--- config.mk ---
export PLATFORM = sky130hd
export DESIGN_NAME = datapath_multi
export DESIGN_NICKNAME = d
export VERILOG_FILES = /design/src/rtl/datapath_multi.sv
export SDC_FILE = /design/constraint.sdc
export NUM_CORES = 1
export LEC_CHECK = 0
export CAP_MARGIN = 5
export CORE_MARGIN = 3
export CORE_UTILIZATION = 40
export CTS_BUF_LIST = sky130_fd_sc_hd__clkbuf_16
export DETAILED_ROUTE_END_ITERATION = 12
export MAX_ROUTING_LAYER = met4
export PLACE_DENSITY_LB_ADDON = 0.15
export SYNTH_ARGS = -nofsm -noshare
export SYNTH_HDL_FRONTEND = slang
export SYNTH_SLANG_ARGS = --single-unit
--- constraint.sdc ---
create_clock -name i_clock -period 4.4 [get_ports i_clock]
set_input_delay 1.1 -clock i_clock [delete_from_list [all_inputs] [get_ports i_clock]]
set_output_delay 1.1 -clock i_clock [all_outputs]
set_load 0.05 [all_outputs]
--- src/rtl/datapath_multi.sv ---
// rtl/datapath_multi.sv - multi-accumulator datapath with ALU and iterative shift-add multiplier
module datapath_multi #(
    parameter int E_BITS  = 16,
    parameter int D_BITS  = 11,
    parameter int S_BITS  = 2,
    parameter int N_ACC   = 4,
    parameter int OP_BITS = 3
) (
    input  logic                     i_clock,
    input  logic                     i_reset,
    input  logic [D_BITS-1:0]        i_Data,
    input  logic [E_BITS-1:0]        i_Data_ram,
    input  logic [S_BITS-1:0]        sel_A,
    input  logic                     sel_B,
    input  logic [OP_BITS-1:0]       i_op,
    input  logic                     w_acc,
    input  logic [$clog2(N_ACC)-1:0] i_acc_sel,
    output logic [D_BITS-1:0]        o_Addr_ram,
    output logic [E_BITS-1:0]        o_Data_ram,
    output logic [3:0]               o_flags,
    output logic                     o_busy,
    output logic                     o_done
);
    localparam int AW   = $clog2(N_ACC);
    localparam int SH_W = $clog2(E_BITS);
    localparam int CW   = $clog2(E_BITS + 1);
    localparam int MSB  = E_BITS - 1;

    localparam logic [OP_BITS-1:0] OP_ADD = OP_BITS'(0);
    localparam logic [OP_BITS-1:0] OP_SUB = OP_BITS'(1);
    localparam logic [OP_BITS-1:0] OP_AND = OP_BITS'(2);
    localparam logic [OP_BITS-1:0] OP_OR  = OP_BITS'(3);
    localparam logic [OP_BITS-1:0] OP_XOR = OP_BITS'(4);
    localparam logic [OP_BITS-1:0] OP_SHL = OP_BITS'(5);
    localparam logic [OP_BITS-1:0] OP_SRA = OP_BITS'(6);
    localparam logic [OP_BITS-1:0] OP_MUL = OP_BITS'(7);

    typedef enum logic {ST_IDLE, ST_MUL} state_t;

    state_t              state_q, state_d;
    logic [E_BITS-1:0]   acc_q [N_ACC];
    logic [E_BITS-1:0]   acc_d [N_ACC];
    logic [3:0]          flags_q, flags_d;
    logic                busy_q, busy_d;
    logic                done_q, done_d;
    logic [E_BITS-1:0]   mcand_q, mcand_d;
    logic [E_BITS-1:0]   hi_q, hi_d;
    logic [E_BITS-1:0]   lo_q, lo_d;
    logic [AW-1:0]       tgt_q, tgt_d;
    logic [CW-1:0]       cnt_q, cnt_d;

    logic [E_BITS-1:0]   imm_ext, op_a, op_b, alu_r;
    logic                alu_c, alu_v;
    logic [SH_W-1:0]     sh_amt;
    logic [E_BITS:0]     add_w, shl_w, mul_sum;
    logic signed [E_BITS:0] sra_w;

    assign imm_ext    = E_BITS'($signed(i_Data));
    assign op_a       = acc_q[i_acc_sel];
    assign op_b       = sel_B ? i_Data_ram : imm_ext;
    assign sh_amt     = op_b[SH_W-1:0];
    assign o_Addr_ram = i_Data;
    assign o_Data_ram = acc_q[i_acc_sel];
    assign o_flags    = flags_q;
    assign o_busy     = busy_q;
    assign o_done     = done_q;

    // Shifts carry an extra guard bit so the last bit shifted out lands in it.
    always_comb begin
        alu_r = '0;
        alu_c = 1'b0;
        alu_v = 1'b0;
        add_w = '0;
        shl_w = '0;
        sra_w = '0;
        case (i_op)
            OP_ADD: begin
                add_w = {1'b0, op_a} + {1'b0, op_b};
                alu_r = add_w[E_BITS-1:0];
                alu_c = add_w[E_BITS];
                alu_v = (op_a[MSB] == op_b[MSB]) && (alu_r[MSB] != op_a[MSB]);
            end
            OP_SUB: begin
                alu_r = op_a - op_b;
                alu_c = (op_a >= op_b);
                alu_v = (op_a[MSB] != op_b[MSB]) && (alu_r[MSB] != op_a[MSB]);
            end
            OP_AND: alu_r = op_a & op_b;
            OP_OR:  alu_r = op_a | op_b;
            OP_XOR: alu_r = op_a ^ op_b;
            OP_SHL: begin
                shl_w = {1'b0, op_a} << sh_amt;
                alu_r = shl_w[E_BITS-1:0];
                alu_c = shl_w[E_BITS];
            end
            OP_SRA: begin
                sra_w = $signed({op_a, 1'b0}) >>> sh_amt;
                alu_r = sra_w[E_BITS:1];
                alu_c = sra_w[0];
            end
            default: ;
        endcase
    end

    always_comb begin
        acc_d   = acc_q;
        flags_d = flags_q;
        state_d = state_q;
        busy_d  = busy_q;
        done_d  = 1'b0;
        mcand_d = mcand_q;
        hi_d    = hi_q;
        lo_d    = lo_q;
        tgt_d   = tgt_q;
        cnt_d   = cnt_q;
        mul_sum = '0;
        case (state_q)
            ST_IDLE: begin
                if (w_acc) begin
                    if (sel_A == S_BITS'(0)) begin
                        acc_d[i_acc_sel] = imm_ext;
                    end else if (sel_A == S_BITS'(1)) begin
                        acc_d[i_acc_sel] = i_Data_ram;
                    end else if (sel_A == S_BITS'(2)) begin
                        if (i_op == OP_MUL) begin
                            mcand_d = op_a;
                            hi_d    = '0;
                            lo_d    = op_b;
                            tgt_d   = i_acc_sel;
                            cnt_d   = '0;
                            busy_d  = 1'b1;
                            state_d = ST_MUL;
                        end else begin
                            acc_d[i_acc_sel] = alu_r;
                            flags_d = {alu_r == '0, alu_r[MSB], alu_c, alu_v};
                        end
                    end
                end
            end
            ST_MUL: begin
                // {hi,lo} starts as {0,multiplier} and ends holding the full product.
                mul_sum = {1'b0, hi_q} + (lo_q[0] ? {1'b0, mcand_q} : '0);
                {hi_d, lo_d} = {mul_sum, lo_q[E_BITS-1:1]};
                cnt_d = cnt_q + 1'b1;
                if (cnt_q == CW'(E_BITS - 1)) begin
                    acc_d[tgt_q] = lo_d;
                    flags_d = {lo_d == '0, lo_d[MSB], |hi_d, |hi_d};
                    busy_d  = 1'b0;
                    done_d  = 1'b1;
                    state_d = ST_IDLE;
                end
            end
            default: state_d = ST_IDLE;
        endcase
    end

    always_ff @(posedge i_clock or negedge i_reset) begin
        if (!i_reset) begin
            for (int i = 0; i < N_ACC; i++) begin
                acc_q[i] <= '0;
            end
            flags_q <= '0;
            state_q <= ST_IDLE;
            busy_q  <= 1'b0;
            done_q  <= 1'b0;
            mcand_q <= '0;
            hi_q    <= '0;
            lo_q    <= '0;
            tgt_q   <= '0;
            cnt_q   <= '0;
        end else begin
            acc_q   <= acc_d;
            flags_q <= flags_d;
            state_q <= state_d;
            busy_q  <= busy_d;
            done_q  <= done_d;
            mcand_q <= mcand_d;
            hi_q    <= hi_d;
            lo_q    <= lo_d;
            tgt_q   <= tgt_d;
            cnt_q   <= cnt_d;
        end
    end
endmodule

After elaboration in Yosys (flattened, before gate mapping)
Index checks and enable logic that the tools add are counted.
Word-level totals
  output and inout port bits: 33
  memories kept: 0
  bits in writable memories: 0
  bits of input ports: 38
  flip-flop bits (word level): 126
  memory bits (read-only): 0
  logic and storage cells: 133
  latch bits: 0
Operators by class
  mux-type cells: 64
  equality and inequality tests: 23
  reduce and logical (&&, ||, !) cells: 14
  add/sub/neg operators: 4
  order comparisons: 5
  bitwise operators: 8
  multipliers: 0
  shift-type cells: 2
  divide/modulo/power cells: 0
Operators with widths (count)
  64-bit two-way mux: 6
  64-bit bitwise mux: 4
  16-bit two-way mux: 16
  64-bit one-hot mux with 2 select lines: 1
  16-bit one-hot mux with 7 select lines: 1
  16-bit demux with 2-bit select: 2
  16-bit one-hot mux with 2 select lines: 2
  16-bit by 16-bit adder with 17-bit output: 2
  16-bit binary-select mux with 2-bit select: 1
  16-bit zero test: 2
  5-bit two-way mux: 5
  4-bit two-way mux: 6
  6-bit AND reduction: 3
  16-bit by 4-bit left shift with 17-bit output: 1
  17-bit by 4-bit >>> shifter with 17-bit output: 1
  16-bit bitwise AND: 1
  16-bit greater-or-equal comparator: 1
  16-bit bitwise OR: 1
  16-bit OR reduction: 1
  16-bit subtractor: 1
  16-bit XOR: 1
  1-bit two-way mux: 14
  3-bit equality test (second input constant): 4
  2-bit != test (second input constant): 6
  other kinds (23): 37

Depth between registers and ports, before layout
Gate-level depths: netlist (run 1).
  word-level depth: 14
  depth in mapped cells: 18

Worst setup path after synthesis (run 1)
OpenSTA, ideal clock, no wires.
  path type: input to register
  start point: input i_acc_sel[0]
  end point: register acc_q[63] (netlist bit)
  data required time: 4305 ps
  path slack: -631 ps
  arrival time: 4935 ps
  buffers on the path: 4
  cell stages on the path: 17
  path through: buf_6 > buf_6 > mux4_2 > clkbuf_1 > inv_1 > ha_1 > clkbuf_1 > nor4b_1 > a31o_2 > a21boi_0 > a211oi_1 > o41ai_1 > a21oi_1 > or3_1 > o211ai_1 > nand3_1 > o31ai_1
On the way
  word-level cells in the longest chain between the ends: 13
  elaborated cells on any way between the ends: 26
  classes of those cells: add/sub (2); order compare (2); shift (2); mux (15); bitwise (4); reduce/logical (1)
Ends and longest elaborated chain
  start: declaration: RTL line 17  | input logic [$clog2(N_ACC)-1:0] i_acc_sel,
  2-bit NOT with 3-bit output (*)
  16-bit binary-select mux with 2-bit select (*)
  16-bit two-way mux (*) (2 in series)
  via o_Data_ram[7]: RTL line 19  | output logic [E_BITS-1:0] o_Data_ram,
  16-bit subtractor (tied with other cells): RTL line 84  | alu_r = op_a - op_b;
  16-bit one-hot mux with 7 select lines (*): RTL line 76  | case (i_op)
  64-bit bitwise mux (*): RTL line 134  | acc_d[i_acc_sel] = alu_r;
  64-bit two-way mux (*): RTL line 125  | if (i_op == OP_MUL) begin
  64-bit two-way mux (*): RTL line 124  | end else if (sel_A == S_BITS'(2)) begin
  64-bit two-way mux (*): RTL line 122  | end else if (sel_A == S_BITS'(1)) begin
  64-bit two-way mux (*): RTL line 120  | if (sel_A == S_BITS'(0)) begin
  64-bit two-way mux (*): RTL line 119  | if (w_acc) begin
  64-bit one-hot mux with 2 select lines (*): RTL line 117  | case (state_q)
  end signal: indexed assignment: RTL line 160  | acc_q[i] <= '0;
  end signal: assignment: RTL line 172  | acc_q <= acc_d;
  end: declaration: RTL line 41  | logic [E_BITS-1:0] acc_q [N_ACC];
The timed path passes the listed nets; every way through them passes the cells marked *. The select of a mux whose other input is x is not followed.
A chain may end at the register's enable or synchronous reset.

Final worst setup path (run 1)
  start point: input i_acc_sel[0]
  end point: register flags_q[3] (netlist: o_flags[3])
On the way
  word-level cells in the longest chain between the ends: 13
  elaborated cells on any way between the ends: 19
  classes of those cells: add/sub (2); shift (2); mux (10); bitwise (4); reduce/logical (1)
Ends and longest elaborated chain
  2-bit NOT with 3-bit output (not written as such) (*): RTL line 59  | assign op_a = acc_q[i_acc_sel];
  16-bit binary-select mux with 2-bit select (*): RTL line 59
  16-bit two-way mux (not written as such) (*) (2 in series): RTL line 59
  16-bit subtractor (tied with other cells): RTL line 84
  16-bit one-hot mux with 7 select lines (*): RTL line 76
  16-bit zero test (*): RTL line 135  | flags_d = {alu_r == '0, alu_r[MSB], alu_c, alu_v};
  4-bit two-way mux (*): RTL line 125
  4-bit two-way mux (*): RTL line 124
  4-bit two-way mux (*): RTL line 122
  4-bit two-way mux (*): RTL line 120
  4-bit two-way mux (*): RTL line 119
  4-bit one-hot mux with 2 select lines (*): RTL line 117
  end signal: assignment: RTL line 173  | flags_q <= flags_d;
  end: declaration: RTL line 43  | logic [3:0] flags_q, flags_d;
Mark *: on every way between the ends. The rest lies on a longest branch, timed or not. The select of a mux whose other input is x is not followed.

==> results of run 1 <==
metrics by stage:
step	util	total power, mW
floorplan	-	5.62
global placement	0.534	8.58
detailed placement	0.534	8.64
CTS	0.571	10.5
global route	0.580	11.4
finish	0.580	10.8
layout make-up:
class,count,area (sq um),area share
multi-input cells,1115,8490,0.517
repair buffers,428,3500,0.213
flip-flops and latches,126,3160,0.192
well taps,378,473,0.0288
clock buffers,17,425,0.0259
inverters,58,220,0.0134
clock inverters,15,149,0.00907
power breakdown:
group / internal, mW / total [mW] / leakage [nW] / switching [mW]
Combinational: 3.23 / 7.28 / 5.33 / 4.04
Sequential: 1.68 / 2.05 / 1.56 / 0.369
Clock: 0.799 / 1.44 / 0.279 / 0.636
Yosys cell counts, types with 7 or more instances:
| cell | number |
|---|---|
| nand2_1 | 128 |
| nor2_1 | 127 |
| dfrtp_1 | 126 |
| a21oi_1 | 116 |
| o21ai_0 | 83 |
| clkbuf_1 | 71 |
| ha_1 | 67 |
| mux2i_1 | 56 |
| inv_1 | 55 |
| o221ai_1 | 53 |
| o21a_1 | 50 |
| mux2_2 | 37 |
| nand3_1 | 25 |
| and2_1 | 20 |
| nor3_1 | 20 |
| mux4_2 | 19 |
| o22ai_1 | 18 |
| a31oi_1 | 17 |
| nand2b_1 | 17 |
| a211oi_1 | 16 |
| a21o_1 | 16 |
| xnor2_1 | 16 |
| nand4_1 | 14 |
| buf_1 | 13 |
| o211ai_1 | 13 |
| or3_1 | 13 |
| a311oi_1 | 12 |
| buf_2 | 12 |
| buf_4 | 12 |
| nor4_1 | 12 |
| nor2b_1 | 11 |
| or2_2 | 10 |
| and3_1 | 9 |
| o22a_1 | 8 |
| or4_1 | 7 |
metal layers:
layer	vias to the layer above	wire length (um)	share of wire
li1	5958	-	-
met1	6386	22500	0.44
met2	581	23500	0.46
met3	97	3390	0.066
met4	0	1730	0.034
met5	-	0	0
sequential cells by signal, summed over array words and instances (netlist names):
signal	cells
hi_q	16
acc_q	64
mcand_q	16
o_flags	4
lo_q	16
tgt_q	2
o_busy	1
o_done	1
cnt_q	5
state_q	1
kinds of logic (layout without fill, tap and decap cells):
kind of cell | Yosys count | after routing | synth area share
AND/OR/NAND/NOR | 432 | 432 | 0.177
XOR/XNOR | 22 | 22 | 0.0165
AO/OA/AOI/OAI | 478 | 478 | 0.277
adder cells (fa/ha/maj) | 69 | 69 | 0.0751
buffers and inverters | 170 | 518 | 0.0625
flip-flops | 126 | 126 | 0.270
multiplexers | 114 | 114 | 0.123
how the worst min path moves through the flow:
stage | start | to | slack [ns]
6_report | o_busy$_DFFE_PN0P_ | o_busy$_DFFE_PN0P_ | 0.49
5_1_grt | acc_q[10]$_DFFE_PN0P_ | acc_q[10]$_DFFE_PN0P_ | 0.51
4_1_cts | o_busy$_DFFE_PN0P_ | o_busy$_DFFE_PN0P_ | 0.49
3_5_place_dp | o_busy$_DFFE_PN0P_ | o_busy$_DFFE_PN0P_ | 0.47
3_3_place_gp | o_busy$_DFFE_PN0P_ | o_busy$_DFFE_PN0P_ | 0.47
2_1_floorplan | hi_q[14]$_DFFE_PN0P_ | hi_q[14]$_DFFE_PN0P_ | 0.45
repair_timing:
item,CTS,global route
resized for setup,74,41
pin swaps,31,35
setup buffers,12,5
setup endpoints to repair,56,43
cloned,2,0
==> impl_metrics.toml, run 1 <==
[routing]
viasPerCell = 6.09
dr.pass1.iters = 7
route.detailed.wl_per_inst_um = 23.9
drc = 0
ant_nets = 0
drt_iter0_drc = 1264
via_count = 13022
routed_wl_mm = 51.1

[setup_path]
cp-start-kind = "input port"
path_class = "input port to flip-flop"
critPathArrivalTime_ns = 4.73
crit_start = "i_acc_sel[0]"
crit_family = "simple AND/OR/NAND/NOR gates"
cp.required_ns = 4.77
cp-end-kind = "flip-flop"
reg2reg_slack_ns = 0.28
path_buf_inv = 3
path_cells = "buf_8 > buf_12 > mux4_2 > ha_4 > inv_2 > fa_2 > nor2b_2 > o31a_1 > xnor2_1 > o221ai_1 > or4b_4 > nor4_4 > nand3_1 > or4_4 > nor4_4 > a21o_1"
cp_common_cell = "nor4_4"
r2r_end = "o_flags[0]$_DFFE_PN0P_"
reg2reg_depth = 14
critical_path_depth = 16
crit_end = "o_flags[3]$_DFFE_PN0P_"
critPathMaxStageDelay_ns = 0.60
regToRegStartpoint = "lo_q[0]$_DFFE_PN0P_"
slowest_stage = "mux4_2"
worst-path-max-fanout = 5

[grt]
grt-ovfl-total = 0
grt_pass1_wl_mm = 78.4
use_met2 = 0.527
grt_usage = 0.337
antenna_found_initial = 0
busiest_layer = "met2"
grt_pass1_vias = 12806
use_met1 = 0.448
grt_use_met3 = 0.0517
grt_max_degree = 106

[sta]
finalHoldViolCount = 0
whs_ns = 0.486
rsz0062_at_grt = "true"
fin_worst_skew_ns = 0.0122
setup_ws_ns = 0.0357
worstMarginPinSlew_ns = 1.14
period_share = 0.992
max_freq_mhz = 229
finalSetupTns_ns = 0
setup_violations = 0
min_period_ns = 4.36
drv_slew = 0
slew_headroom = 0.239

[clocking]
numCtsBuffers = 17
ctsHtreeMaxLevel = 4
cts_root_buf = "clkbuf_16"
clockBufferDepth = 2
clock_latency_ns = 0.43
cts_hold_buffers = 0
cts_sinks = 126
cts_tree = "yes"
path_clk_slew_ns = 0.07

[logic_synthesis]
yosys_warnings = 0
syn-num-nets = 1518
yosysUniqueCellTypes = 83
netlist_area_sq_um = 11700
synth-edff-count = 0
syn_area_per_cell_sq_um = 8.29
synth-main-ff-cell = "dfrtp_1"
yosysTopAreaCell = "dfrtp_1"
ys_seq_area_frac = 0.270
synth_top_area_frac = 0.270
synth-seq-cells = 126
ys_top_cells_by_area = "dfrtp_1 27%, ha_1 7.2%, a21oi_1 5.0%"
async_flop_share = 1.00
syn_inst = 1411

[die]
io_pins = 71
die_h_um = 177
rows = 61
dieWidth_um = 177
start_util = 0.413
die-area_sq_um = 31300
core-area_sq_um = 28300

[place]
dpl.cell_count = 2086
numPortBuffers = 70
routabilityCongestion = 1.03
dp_slack_ns = -1.13
dpl.hpwl_mm = 38.8
placed_cell_area_sq_um = 15100

[cells_and_area]
areaGrowthSynthToFinish_pct = 40.4
fin_cells = 2137
final_cell_mix = "357 x buf_4, 126 x nand2_1, 125 x nor2_1, 125 x dfrtp_1, 98 x a21oi_1"
layout_commonest_cell = "buf_4"
diodes = 0
design_area_sq_um = 16400
fillers = 2591
nets = 1853
drive_gt1_frac = 0.331

[worst_hold_path]
hold_depth = 1
hp-class = "flip-flop to flip-flop"

[power_and_ir_drop]
vdd_ir_drop_max_uv = 364
leakage_nw = 7.17
p_per_area_nw_per_um2 = 655

[outcome]
status = "finished, final reports clean"

[job]
maxCapViolCount = 0
Note: power is estimated with default switching activity, not from simulation.
==> run 2, diff against run 1 <==
- TNS_END_PERCENT: not set -> 20
==> run 2 against run 1 <==
  * Utilization is 1.3 points lower
  * Clock power is 4% higher
  * Combinational power is 3.6% lower
  * Critical path depth is 2 higher
  * Maximum frequency is 0.28% higher
  * Sequential cell count stayed put
  * Global-route usage is 0.58 points lower
  * Sequential share of layout area is 0.44 points higher
  * Sequential power hardly changed
  * Count of clock-buffer cells in the layout stayed put
  * First-iteration DRC count is 6.3% lower
  * Worst setup slack better by 0.012 ns
  * Largest cell class unchanged
==> impl_metrics.toml, run 2 (synthesized netlist as in run 1, its figures left out) <==
[outcome]
status = "finished, final reports clean"

[die]
rows = 61
start_util = 0.413
core-area_sq_um = 28300
dieWidth_um = 177
io_pins = 71
die_h_um = 177
die-area_sq_um = 31300

[clocking]
path_clk_slew_ns = 0.06
clockBufferDepth = 2
clock_latency_ns = 0.44
cts_sinks = 126
cts_root_buf = "clkbuf_16"
cts_tree = "yes"
ctsHtreeMaxLevel = 4
numCtsBuffers = 17

[setup_path]
critPathArrivalTime_ns = 4.69
crit_start = "i_acc_sel[0]"
cp-start-kind = "input port"
cp-end-kind = "flip-flop"
path_class = "input port to flip-flop"
regToRegStartpoint = "lo_q[0]$_DFFE_PN0P_"
cp.required_ns = 4.74
worst-path-max-fanout = 8

[sta]
min_period_ns = 4.35
finalHoldViolCount = 0
max_freq_mhz = 230
slew_headroom = 0.215
drv_slew = 0
rsz0062_at_grt = "true"
fin_worst_skew_ns = 0.0108
finalSetupTns_ns = 0
worstMarginPinSlew_ns = 1.18
period_share = 0.989
setup_violations = 0

[worst_hold_path]
hp-class = "flip-flop to flip-flop"
min-delay-start = "o_busy$_DFFE_PN0P_"

[place]
numPortBuffers = 70
dpl.hpwl_mm = 38.7
routabilityCongestion = 1.01

[grt]
grt_max_degree = 98
grt-ovfl-total = 0
antenna_found_initial = 0
grt_pass1_vias = 12623
grt_usage = 0.331
grt_pass1_wl_mm = 76.7

[cells_and_area]
diodes = 0
final_cell_mix = "340 x buf_4, 126 x nand2_1, 125 x dfrtp_1"
final_core_util = 0.567
largest-register = "acc_q"
layout_commonest_cell = "buf_4"
areaGrowthSynthToFinish_pct = 37.3
drive_gt1_frac = 0.320
nets = 1829
largest_reg_flops = 64
fillers = 2648

[power_and_ir_drop]
vdd_ir_drop_max_uv = 396
p_per_area_nw_per_um2 = 657
report.power.total_mw = 10.5
leakage_nw = 7.00

[routing]
route.detailed.wl_per_inst_um = 23.9
routed_wl_mm = 50.5
ant_nets = 0
drt_iter0_drc = 1185
drc = 0
dr.pass1.iters = 5
via_count = 12726
viasPerCell = 6.02

[job]
maxCapViolCount = 0
==> run 2: cell count changes in the layout (fill, tap and decap cells not counted), sizes merged <==
cell           previous run  this run
buf                     376       353
clkbuf                   17        18
bufinv                    1         3
dlymetal6s2s              1         0
clkdlybuf4s50            49        50
dlygate4sd2               1         0
clkinv                    3         4
bufbuf                    1         0
inv                      67        64
==> run 2: per-layer routing <==
layer | part of all wire | vias to the layer above | GRT usage | routed length, um
met1 | 0.46 | 6283 | 0.457 | 23000
met3 | 0.066 | 55 | 0.0534 | 3360
li1 | - | 5901 | - | -
met5 | 0 | - | - | 0
met4 | 0.021 | 0 | 0.0750 | 1080
met2 | 0.46 | 487 | 0.513 | 23100
==> run 2: path summary, 6_finish.rpt <==
check                                         end  depth (start not counted)  slack, ns
max                         acc_q[63]$_DFFE_PN0P_                         18       0.05
min                            o_busy$_DFFE_PN0P_                          1       0.49
max reg2reg                o_flags[0]$_DFFE_PN0P_                         15       0.24
min reg2reg                    o_busy$_DFFE_PN0P_                          1       0.49
max in group asynchronous   acc_q[20]$_DFFE_PN0P_                          2       2.80
min in group asynchronous    cnt_q[1]$_DFFE_PN0P_                          1       0.76
==> run 2: cell type report <==
class | count | area (sq um) | area share
well taps | 378 | 473 | 0.0295
inverters | 58 | 225 | 0.0140
clock inverters | 15 | 186 | 0.0116
clock buffers | 17 | 425 | 0.0265
multi-input cells | 1115 | 8350 | 0.520
flip-flops and latches | 126 | 3160 | 0.197
repair buffers | 404 | 3230 | 0.201
==> run 2: worst max-delay path, stage by stage <==
cell	delay [ns]
buf_12	0.11
buf_4	0.11
mux4_2	0.60
inv_2	0.08
ha_1	0.15
buf_4	0.15
and3_4	0.19
o21ai_1	0.07
buf_4	0.14
a21o_1	0.22
a211o_4	0.37
a31o_2	0.25
a211oi_2	0.22
a2111oi_0	0.09
o211ai_1	0.31
buf_4	0.22
nand3_4	0.11
o31ai_2	0.20
==> run 2: power breakdown <==
part	internal, mW	switching [mW]
Combinational	3.07	3.95
Sequential	1.68	0.339
Clock	0.902	0.602
==> run 2: stage by stage <==
| stage | setup WS, ns | area (sq um) | hold slack, ns | cells |
|---|---|---|---|---|
| floorplan | -0.365 | 11800 | 0.453 | 1411 |
| global placement | -1.09 | 14900 | 0.467 | 2071 |
| detailed placement | -1.15 | 14900 | 0.479 | 2071 |
| CTS | -0.0407 | 15800 | 0.493 | 2112 |
| global route | -0.0391 | 16100 | 0.512 | 2113 |
| finish | 0.0478 | 16100 | 0.488 | 2113 |
==> run 2: timing repair <==
| action | in CTS | in global routing |
|---|---|---|
| gates resized for setup | 51 | 71 |
| hold buffers | 0 | 0 |
| pin swaps | 15 | 30 |
| buffers inserted | 9 | 2 |
| endpoints found under the setup margin | 57 | 51 |
| endpoints found under the hold margin | 0 | 0 |
